[src/rtl/rv_mem_arb_pkg.sv]
// rtl/rv_mem_arb_pkg.sv - shared types and constants for the rv_core memory arbiter
package pkg_rv_arb;

  typedef enum logic {
    ST_RUN    = 1'b0,
    ST_IFETCH = 1'b1
  } arb_state_t;

  // Which core port(s) receive the read word returned in the following cycle
  typedef enum logic [1:0] {
    OWN_NONE = 2'd0,
    OWN_I    = 2'd1,
    OWN_D    = 2'd2,
    OWN_BOTH = 2'd3
  } owner_t;

  // d_adr[31:16] value decoded as core-internal I/O (mtime/mtimecmp)
  localparam logic [15:0] IO_HI_DEFAULT = 16'hffff;

endpackage

[src/rtl/rv_arb_rdmux.sv]
// rtl/rv_arb_rdmux.sv - read-return steering and stall-hold registers for i_dr/d_dr
module rv_arb_rdmux
  import pkg_rv_arb::*;
(
  input  logic        clk,
  input  logic        reset,
  input  logic        rdy,
  input  owner_t      owner_nxt,
  input  logic [31:0] m_dr,
  input  logic [31:0] dh_q,
  output logic [31:0] i_dr,
  output logic [31:0] d_dr
);

  owner_t      own_q;
  logic        fresh_q;
  logic [31:0] i_mux;
  logic [31:0] d_mux;
  logic [31:0] i_hold;
  logic [31:0] d_hold;

  // Steer the live memory word (and the parked data word) to the owning port(s)
  always_comb begin
    i_mux = 32'h0;
    d_mux = 32'h0;
    case (own_q)
      OWN_I:    i_mux = m_dr;
      OWN_D:    d_mux = m_dr;
      OWN_BOTH: begin
        i_mux = m_dr;
        d_mux = dh_q;
      end
      default: ;
    endcase
  end

  // Track the owner of the next return and freeze returned words while the core stalls
  always_ff @(posedge clk) begin
    if (reset) begin
      own_q   <= OWN_NONE;
      fresh_q <= 1'b0;
      i_hold  <= 32'h0;
      d_hold  <= 32'h0;
    end else begin
      fresh_q <= rdy;
      if (rdy) own_q <= owner_nxt;
      if (fresh_q) begin
        i_hold <= i_mux;
        d_hold <= d_mux;
      end
    end
  end

  // m_dr is only meaningful right after an rdy cycle; otherwise replay the held copy
  assign i_dr = fresh_q ? i_mux : i_hold;
  assign d_dr = fresh_q ? d_mux : d_hold;

endmodule

[src/rtl/rv_mem_arb.sv]
// rtl/rv_mem_arb.sv - fetch/data arbiter onto one single-port memory (option: RV_ARB_PERFCNT_EN)
module rv_mem_arb
  import pkg_rv_arb::*;
#(
  parameter logic [15:0] IO_HI = IO_HI_DEFAULT,
  parameter int          AW    = 32
) (
  input  logic          clk,
  input  logic          reset,
  input  logic [31:0]   i_adr,
  input  logic          i_re,
  output logic [31:0]   i_dr,
  output logic          i_rdy,
  input  logic [31:0]   d_adr,
  input  logic          d_re,
  input  logic [31:0]   d_dw,
  input  logic [3:0]    d_we,
  output logic [31:0]   d_dr,
  output logic          d_rdy,
  output logic [AW-1:0] m_adr,
  output logic          m_re,
  output logic [3:0]    m_we,
  output logic [31:0]   m_dw,
  input  logic [31:0]   m_dr,
  input  logic          m_rdy
`ifdef RV_ARB_PERFCNT_EN
  ,
  output logic [31:0]   stall_cnt
`endif
);

  arb_state_t  state;
  arb_state_t  state_nxt;
  owner_t      owner_nxt;
  logic        rdy;
  logic        dacc;
  logic        conflict;
  logic [AW-1:0] ia_q;
  logic        pend_d;
  logic        d_rd_q;
  logic [31:0] dh_q;

  // I/O-window data accesses never touch memory, so they cannot collide with a fetch
  assign dacc     = (d_re | (|d_we)) & (d_adr[31:16] != IO_HI);
  assign conflict = i_re & dacc;

  // State register
  always_ff @(posedge clk) begin
    if (reset) state <= ST_RUN;
    else       state <= state_nxt;
  end

  // Next state: a conflict moves on to the deferred fetch once memory takes the data access
  always_comb begin
    state_nxt = state;
    case (state)
      ST_RUN:    if (conflict && m_rdy) state_nxt = ST_IFETCH;
      ST_IFETCH: if (m_rdy)             state_nxt = ST_RUN;
      default:   state_nxt = ST_RUN;
    endcase
  end

  // Outputs: memory request, core handshake and the owner of the next read return
  always_comb begin
    m_adr     = '0;
    m_re      = 1'b0;
    m_we      = 4'h0;
    m_dw      = 32'h0;
    rdy       = 1'b0;
    owner_nxt = OWN_NONE;
    if (!reset) begin
      case (state)
        ST_RUN: begin
          if (dacc) begin
            m_adr     = d_adr[AW-1:0];
            m_re      = d_re;
            m_we      = d_we;
            m_dw      = d_dw;
            owner_nxt = d_re ? OWN_D : OWN_NONE;
          end else begin
            m_adr     = i_adr[AW-1:0];
            m_re      = i_re;
            owner_nxt = i_re ? OWN_I : OWN_NONE;
          end
          rdy = conflict ? 1'b0 : m_rdy;
        end
        ST_IFETCH: begin
          m_adr     = ia_q;
          m_re      = 1'b1;
          rdy       = m_rdy;
          owner_nxt = OWN_BOTH;
        end
        default: ;
      endcase
    end
  end

  assign i_rdy = rdy;
  assign d_rdy = rdy;

  // Park the deferred fetch address, then grab the data read word on the first IFETCH cycle
  always_ff @(posedge clk) begin
    if (reset) begin
      ia_q   <= '0;
      pend_d <= 1'b0;
      d_rd_q <= 1'b0;
      dh_q   <= 32'h0;
    end else if (state == ST_RUN) begin
      if (conflict && m_rdy) begin
        ia_q   <= i_adr[AW-1:0];
        pend_d <= 1'b1;
        d_rd_q <= d_re;
      end
    end else if (pend_d) begin
      dh_q   <= d_rd_q ? m_dr : 32'h0;
      pend_d <= 1'b0;
    end
  end

  rv_arb_rdmux u_rdmux (
    .clk       (clk),
    .reset     (reset),
    .rdy       (rdy),
    .owner_nxt (owner_nxt),
    .m_dr      (m_dr),
    .dh_q      (dh_q),
    .i_dr      (i_dr),
    .d_dr      (d_dr)
  );

`ifdef RV_ARB_PERFCNT_EN
  // Count every core stall cycle outside reset, wrapping naturally at 32 bits
  always_ff @(posedge clk) begin
    if (reset)     stall_cnt <= 32'h0;
    else if (!rdy) stall_cnt <= stall_cnt + 32'h1;
  end
`endif

endmodule

[config.mk]
export PLATFORM = sky130hd
export DESIGN_NAME = rv_mem_arb
export DESIGN_NICKNAME = d
export VERILOG_FILES = /design/src/rtl/rv_mem_arb_pkg.sv /design/src/rtl/rv_arb_rdmux.sv /design/src/rtl/rv_mem_arb.sv
export SDC_FILE = /design/constraint.sdc
export NUM_CORES = 1
export LEC_CHECK = 0
export BUFFER_PORTS_ARGS = -buffer_cell sky130_fd_sc_hd__buf_2
export CAP_MARGIN = 20
export CORE_AREA = 2 2 125 127
export CTS_BUF_LIST = sky130_fd_sc_hd__clkbuf_2 sky130_fd_sc_hd__clkbuf_4 sky130_fd_sc_hd__clkbuf_8
export DETAILED_ROUTE_END_ITERATION = 10
export DIE_AREA = 0 0 127 129
export GPL_TIMING_DRIVEN = 1
export PLACE_DENSITY = 0.75
export SLEW_MARGIN = 20
export SYNTH_ARGS = -nofsm -noshare
export SYNTH_HDL_FRONTEND = slang
export SYNTH_SLANG_ARGS = --single-unit
[constraint.sdc]
create_clock -name clk -period 2 [get_ports clk]
set_input_delay 0.1 -clock clk [delete_from_list [all_inputs] [get_ports clk]]
set_output_delay 0.1 -clock clk [all_outputs]
set_load 0.01 [all_outputs]
==> run summary <==
The flow ran to the end, and the final reports show no timing, DRC or antenna violations. Entering global routing, the biggest net connects 95 pins. The tools report the maximum clock rate as 520 MHz. The count of endpoints failing hold in the final timing report came out at 0. Fill cell total of the finished layout: 1249. TritonCTS built the clock tree. Detailed routing inserted a total of 6609 vias. Ranked by instance count, the synthesized netlist is headed by 134 x sky130_fd_sc_hd__dfxtp_1, 68 x sky130_fd_sc_hd__nand2b_1, 66 x sky130_fd_sc_hd__mux2i_1, 66 x sky130_fd_sc_hd__nor2b_1, 55 x sky130_fd_sc_hd__a22o_1. Sorting the synthesized cells by area gives the leading types as sky130_fd_sc_hd__dfxtp_1 40%, sky130_fd_sc_hd__mux2i_1 9.9%, sky130_fd_sc_hd__a22o_1 7.2%.

The tools report the area of combinational cells with multiple inputs as 3530 µm². The endpoint identified for the worst register-to-register timing path is dh_q[13]. Counting instances, the worst hold path has a depth of 3. Across the run, the number of max-cap violations was 0. Along the worst path, the maximum fanout reaches 74. Maximum buffer depth of the clock tree: 2. The run gives 0.445 as the effective utilization at floorplan.

Setup repair after global routing left no endpoint under its margin. For this run, the number of standard cells in the final layout without fillers is 1224. The final layout contains 1161 nets.

The insertion delay of the later-clocked pin in the worst-skew pair came out at 0.43 ns. The area share of the largest cell type after synthesis is 0.402, and the worst reg-to-reg path cell count is 5. The H-tree generated during clock tree synthesis spans 4 levels.

The initial antenna violation count was 0; the y dimension of the die was 129 µm. The most instantiated library cell after synthesis is sky130_fd_sc_hd__dfxtp_1. The die width was 127 µm. The pre-antenna-repair detailed-routing pass consisted of 5 iterations. For the number of synthesis warnings, the log shows 0. Routability-driven placement finished with a final weighted congestion of 0.780. The run gives 0.000386 V as the worst supply voltage drop on vdd. The worst setup path is of the flip-flop to primary output kind.

Once placement completed, the tool counted placed cells totaling 1125. The critical hold path startpoint is d_re. The routed wire length per instance works out to 16.2 µm.

The clock-pin slew of the registers on the worst-case setup and hold paths was 0.08 ns; the synthesis-to-layout area growth was 39.2%. Counting distinct cell types in the post-synthesis netlist gives 38. Power spread over the standard cell area amounts to 662 nW/µm². The kind of end point of the critical path is a primary output. The wire length after detailed routing came out at 19800 µm. The tools report the root buffer selected by CTS as sky130_fd_sc_hd__clkbuf_8. The run gives 6069 as the via count of the first global-routing pass. The logs give 0.402 for the share of the yosys chip area belonging to registers and 0 for the number of setup buffers added after CTS. The synthesized design contains 0 enable-type register cells.

The layout cell share with drive strength beyond 1 is 0.328. The fraction of registers with async set or reset after synthesis is 0, and the total nets after synthesis is 856. Summed over all cells, the static leakage comes to 4.00 nW. Register bit count reported by yosys: 134. The initialized floorplan defines 45 standard-cell rows. For the pin with the worst max-slew slack, the measured transition is 0.729 ns. After layout, the minimum clock period comes to 1.92 ns. Setup violations remaining at the end of the flow were counted as 0. After global routing the overflow that remains totals 0. The data arrival time at the worst-slack endpoint was 1.82 ns. The sequential cell area was 2690 µm²; the I/O pin total was 272. The first routing iteration left 463 violations. The mean cell area of the mapped netlist is 9.28 µm², and the number of port buffers is 271.

The summed negative setup slack over all endpoints was 0 ns. The first global-routing pass estimated 30900 µm of wire. The placeable core area was 15000 µm². Launching point of the worst reg2reg path: state. The tools report the worst min-delay path endpoint as u_rdmux.own_q[1].

The end-of-flow core utilization was 0.620; the clock buffer count from CTS was 17. The slowest stage cell on the critical path was sky130_fd_sc_hd__a221oi_1. The post-route clock period utilization works out to 0.961. Between clock sinks in the finished design, the worst skew comes to 0.0111 ns. For the worst setup path, the data required time is 1.90 ns. After synthesis the cells add up to 6670 µm². The worst stage delay on the critical path works out to 0.44 ns. In the routed design, unresolved DRC markers number 0. Walking the worst path, the cells encountered are buf_12 -> a31oi_1 -> a221oi_1 -> buf_2. The run gives 0 as the post-route antenna net violation count. The count of antenna diodes in the layout is 0, and the synthesized netlist cell count is 719. The tools report the kind of start point of the critical path as a flip-flop. Worst slew margin relative to its limit: 0.513.

Biggest area consumer among synthesized cells: sky130_fd_sc_hd__dfxtp_1. The register-to-register setup slack was 0.29 ns. CTS saw 134 sinks. The commonest register cell after synthesis is sky130_fd_sc_hd__dfxtp_1.

The floorplan step defined a die boundary enclosing 16400 µm². The total count of max-transition violations in the final report came out at 0. After legalization and detailed placement, the total HPWL measured 12600 µm.

The total global-route track usage was 0.231. The worst hold-check path type was input port to flip-flop. Using the TritonRoute via totals, the vias-per-cell ratio works out to 5.40.
## critical path, delay by kind of cell (launching register included)
family	cells	cell delay (ns)
DFF	1	0.35
AOI/OAI and AO/OA	2	0.52
buffers and inverters	2	0.50
## how the worst max path moves through the flow
| stage | from | endpoint | slack [ns] | cells past startpoint |
|---|---|---|---|---|
| floorplan | d_adr[22] | i_rdy | 0.38 | 5 |
| global placement | d_adr[31] | m_dw[26] | 0.13 | 6 |
| detailed placement | d_adr[22] | m_dw[28] | 0.11 | 6 |
| CTS | state | m_dw[28] | 0.08 | 5 |
| global route | u_rdmux.fresh_q | i_dr[24] | 0.003 | 4 |
| finish | state | m_adr[11] | 0.08 | 4 |
## routing by layer
layer / track usage / part of all wire
met2: 0.376 / 0.46
met1: 0.312 / 0.45
met5: 0 / 0
met3: 0.0453 / 0.074
met4: 0.0724 / 0.015
## kinds of logic (layout without fill, tap and decap cells)
| logic type | Yosys count | after routing | synth area share |
|---|---|---|---|
| mux | 66 | 66 | 0.0990 |
| flops | 134 | 134 | 0.402 |
| simple gates | 212 | 213 | 0.200 |
| buf+inv | 108 | 424 | 0.0732 |
| compound gates | 199 | 199 | 0.226 |
## flip-flops by register name, summed over array words and instances (netlist names)
| register | count |
|---|---|
| u_rdmux.own_q | 2 |
| state | 1 |
| dh_q | 32 |
| u_rdmux.fresh_q | 1 |
| ia_q | 32 |
| d_rd_q | 1 |
| u_rdmux.i_hold | 32 |
| pend_d | 1 |
| u_rdmux.d_hold | 32 |
## area by class of cell
type | count | area share
multi-input combinational | 478 | 0.380
tap | 188 | 0.0253
clock buffer | 22 | 0.0299
clock inverter | 9 | 0.0163
sequential | 134 | 0.289
timing repair buffer | 359 | 0.245
inverter | 34 | 0.0137
## layout by cell type, fill, tap and decap left out, types with 3 or more instances in the layout
cell type                       instances
sky130_fd_sc_hd__dlygate4sd3_1         67
sky130_fd_sc_hd__dfxtp_1              132
sky130_fd_sc_hd__and2_1                36
sky130_fd_sc_hd__buf_12                 7
sky130_fd_sc_hd__a21oi_1               10
sky130_fd_sc_hd__clkbuf_4               4
sky130_fd_sc_hd__clkinv_2               3
sky130_fd_sc_hd__nor2b_1               65
sky130_fd_sc_hd__mux2i_1               66
sky130_fd_sc_hd__o21ai_0               33
sky130_fd_sc_hd__a31oi_1               33
sky130_fd_sc_hd__inv_1                 33
sky130_fd_sc_hd__nand4_1                4
sky130_fd_sc_hd__nand3_1                9
sky130_fd_sc_hd__clkbuf_8              18
sky130_fd_sc_hd__nand2b_1              68
sky130_fd_sc_hd__o2bb2ai_1             32
sky130_fd_sc_hd__buf_2                270
sky130_fd_sc_hd__buf_4                 14
sky130_fd_sc_hd__bufinv_16              4
sky130_fd_sc_hd__nand2_1               11
sky130_fd_sc_hd__a221oi_1              30
sky130_fd_sc_hd__a22o_1                55
sky130_fd_sc_hd__nor2_2                 3
## report_power, final
| part | leakage [nW] | internal [W] | switching (W) |
|---|---|---|---|
| clock network | 0.220 | 0.00144 | 0.00101 |
| registers | 1.08 | 0.00272 | 0.0000303 |
| logic | 2.70 | 0.000472 | 0.000478 |
| total | 4.00 | 0.00463 | 0.00151 |
## through the flow
stage          power, W  setup WS [ns]  hold slack, ns  cell area [µm²]
6_report        0.00614         0.0782          0.0402             9280
5_1_grt         0.00639        0.00302          0.0556             9280
4_1_cts         0.00618         0.0799         0.00636             9260
3_5_place_dp    0.00364          0.110           0.357             8160
3_3_place_gp    0.00363          0.134           0.350             8150
2_1_floorplan   0.00327          0.383           0.233             6670
## timing repair
action,4_1_cts,5_1_grt
endpoints found under the setup margin,0,34
hold endpoints to repair,68,0
hold buffers,67,0
gates resized for setup,0,3
No activity file was read; power rests on OpenSTA's default activity.
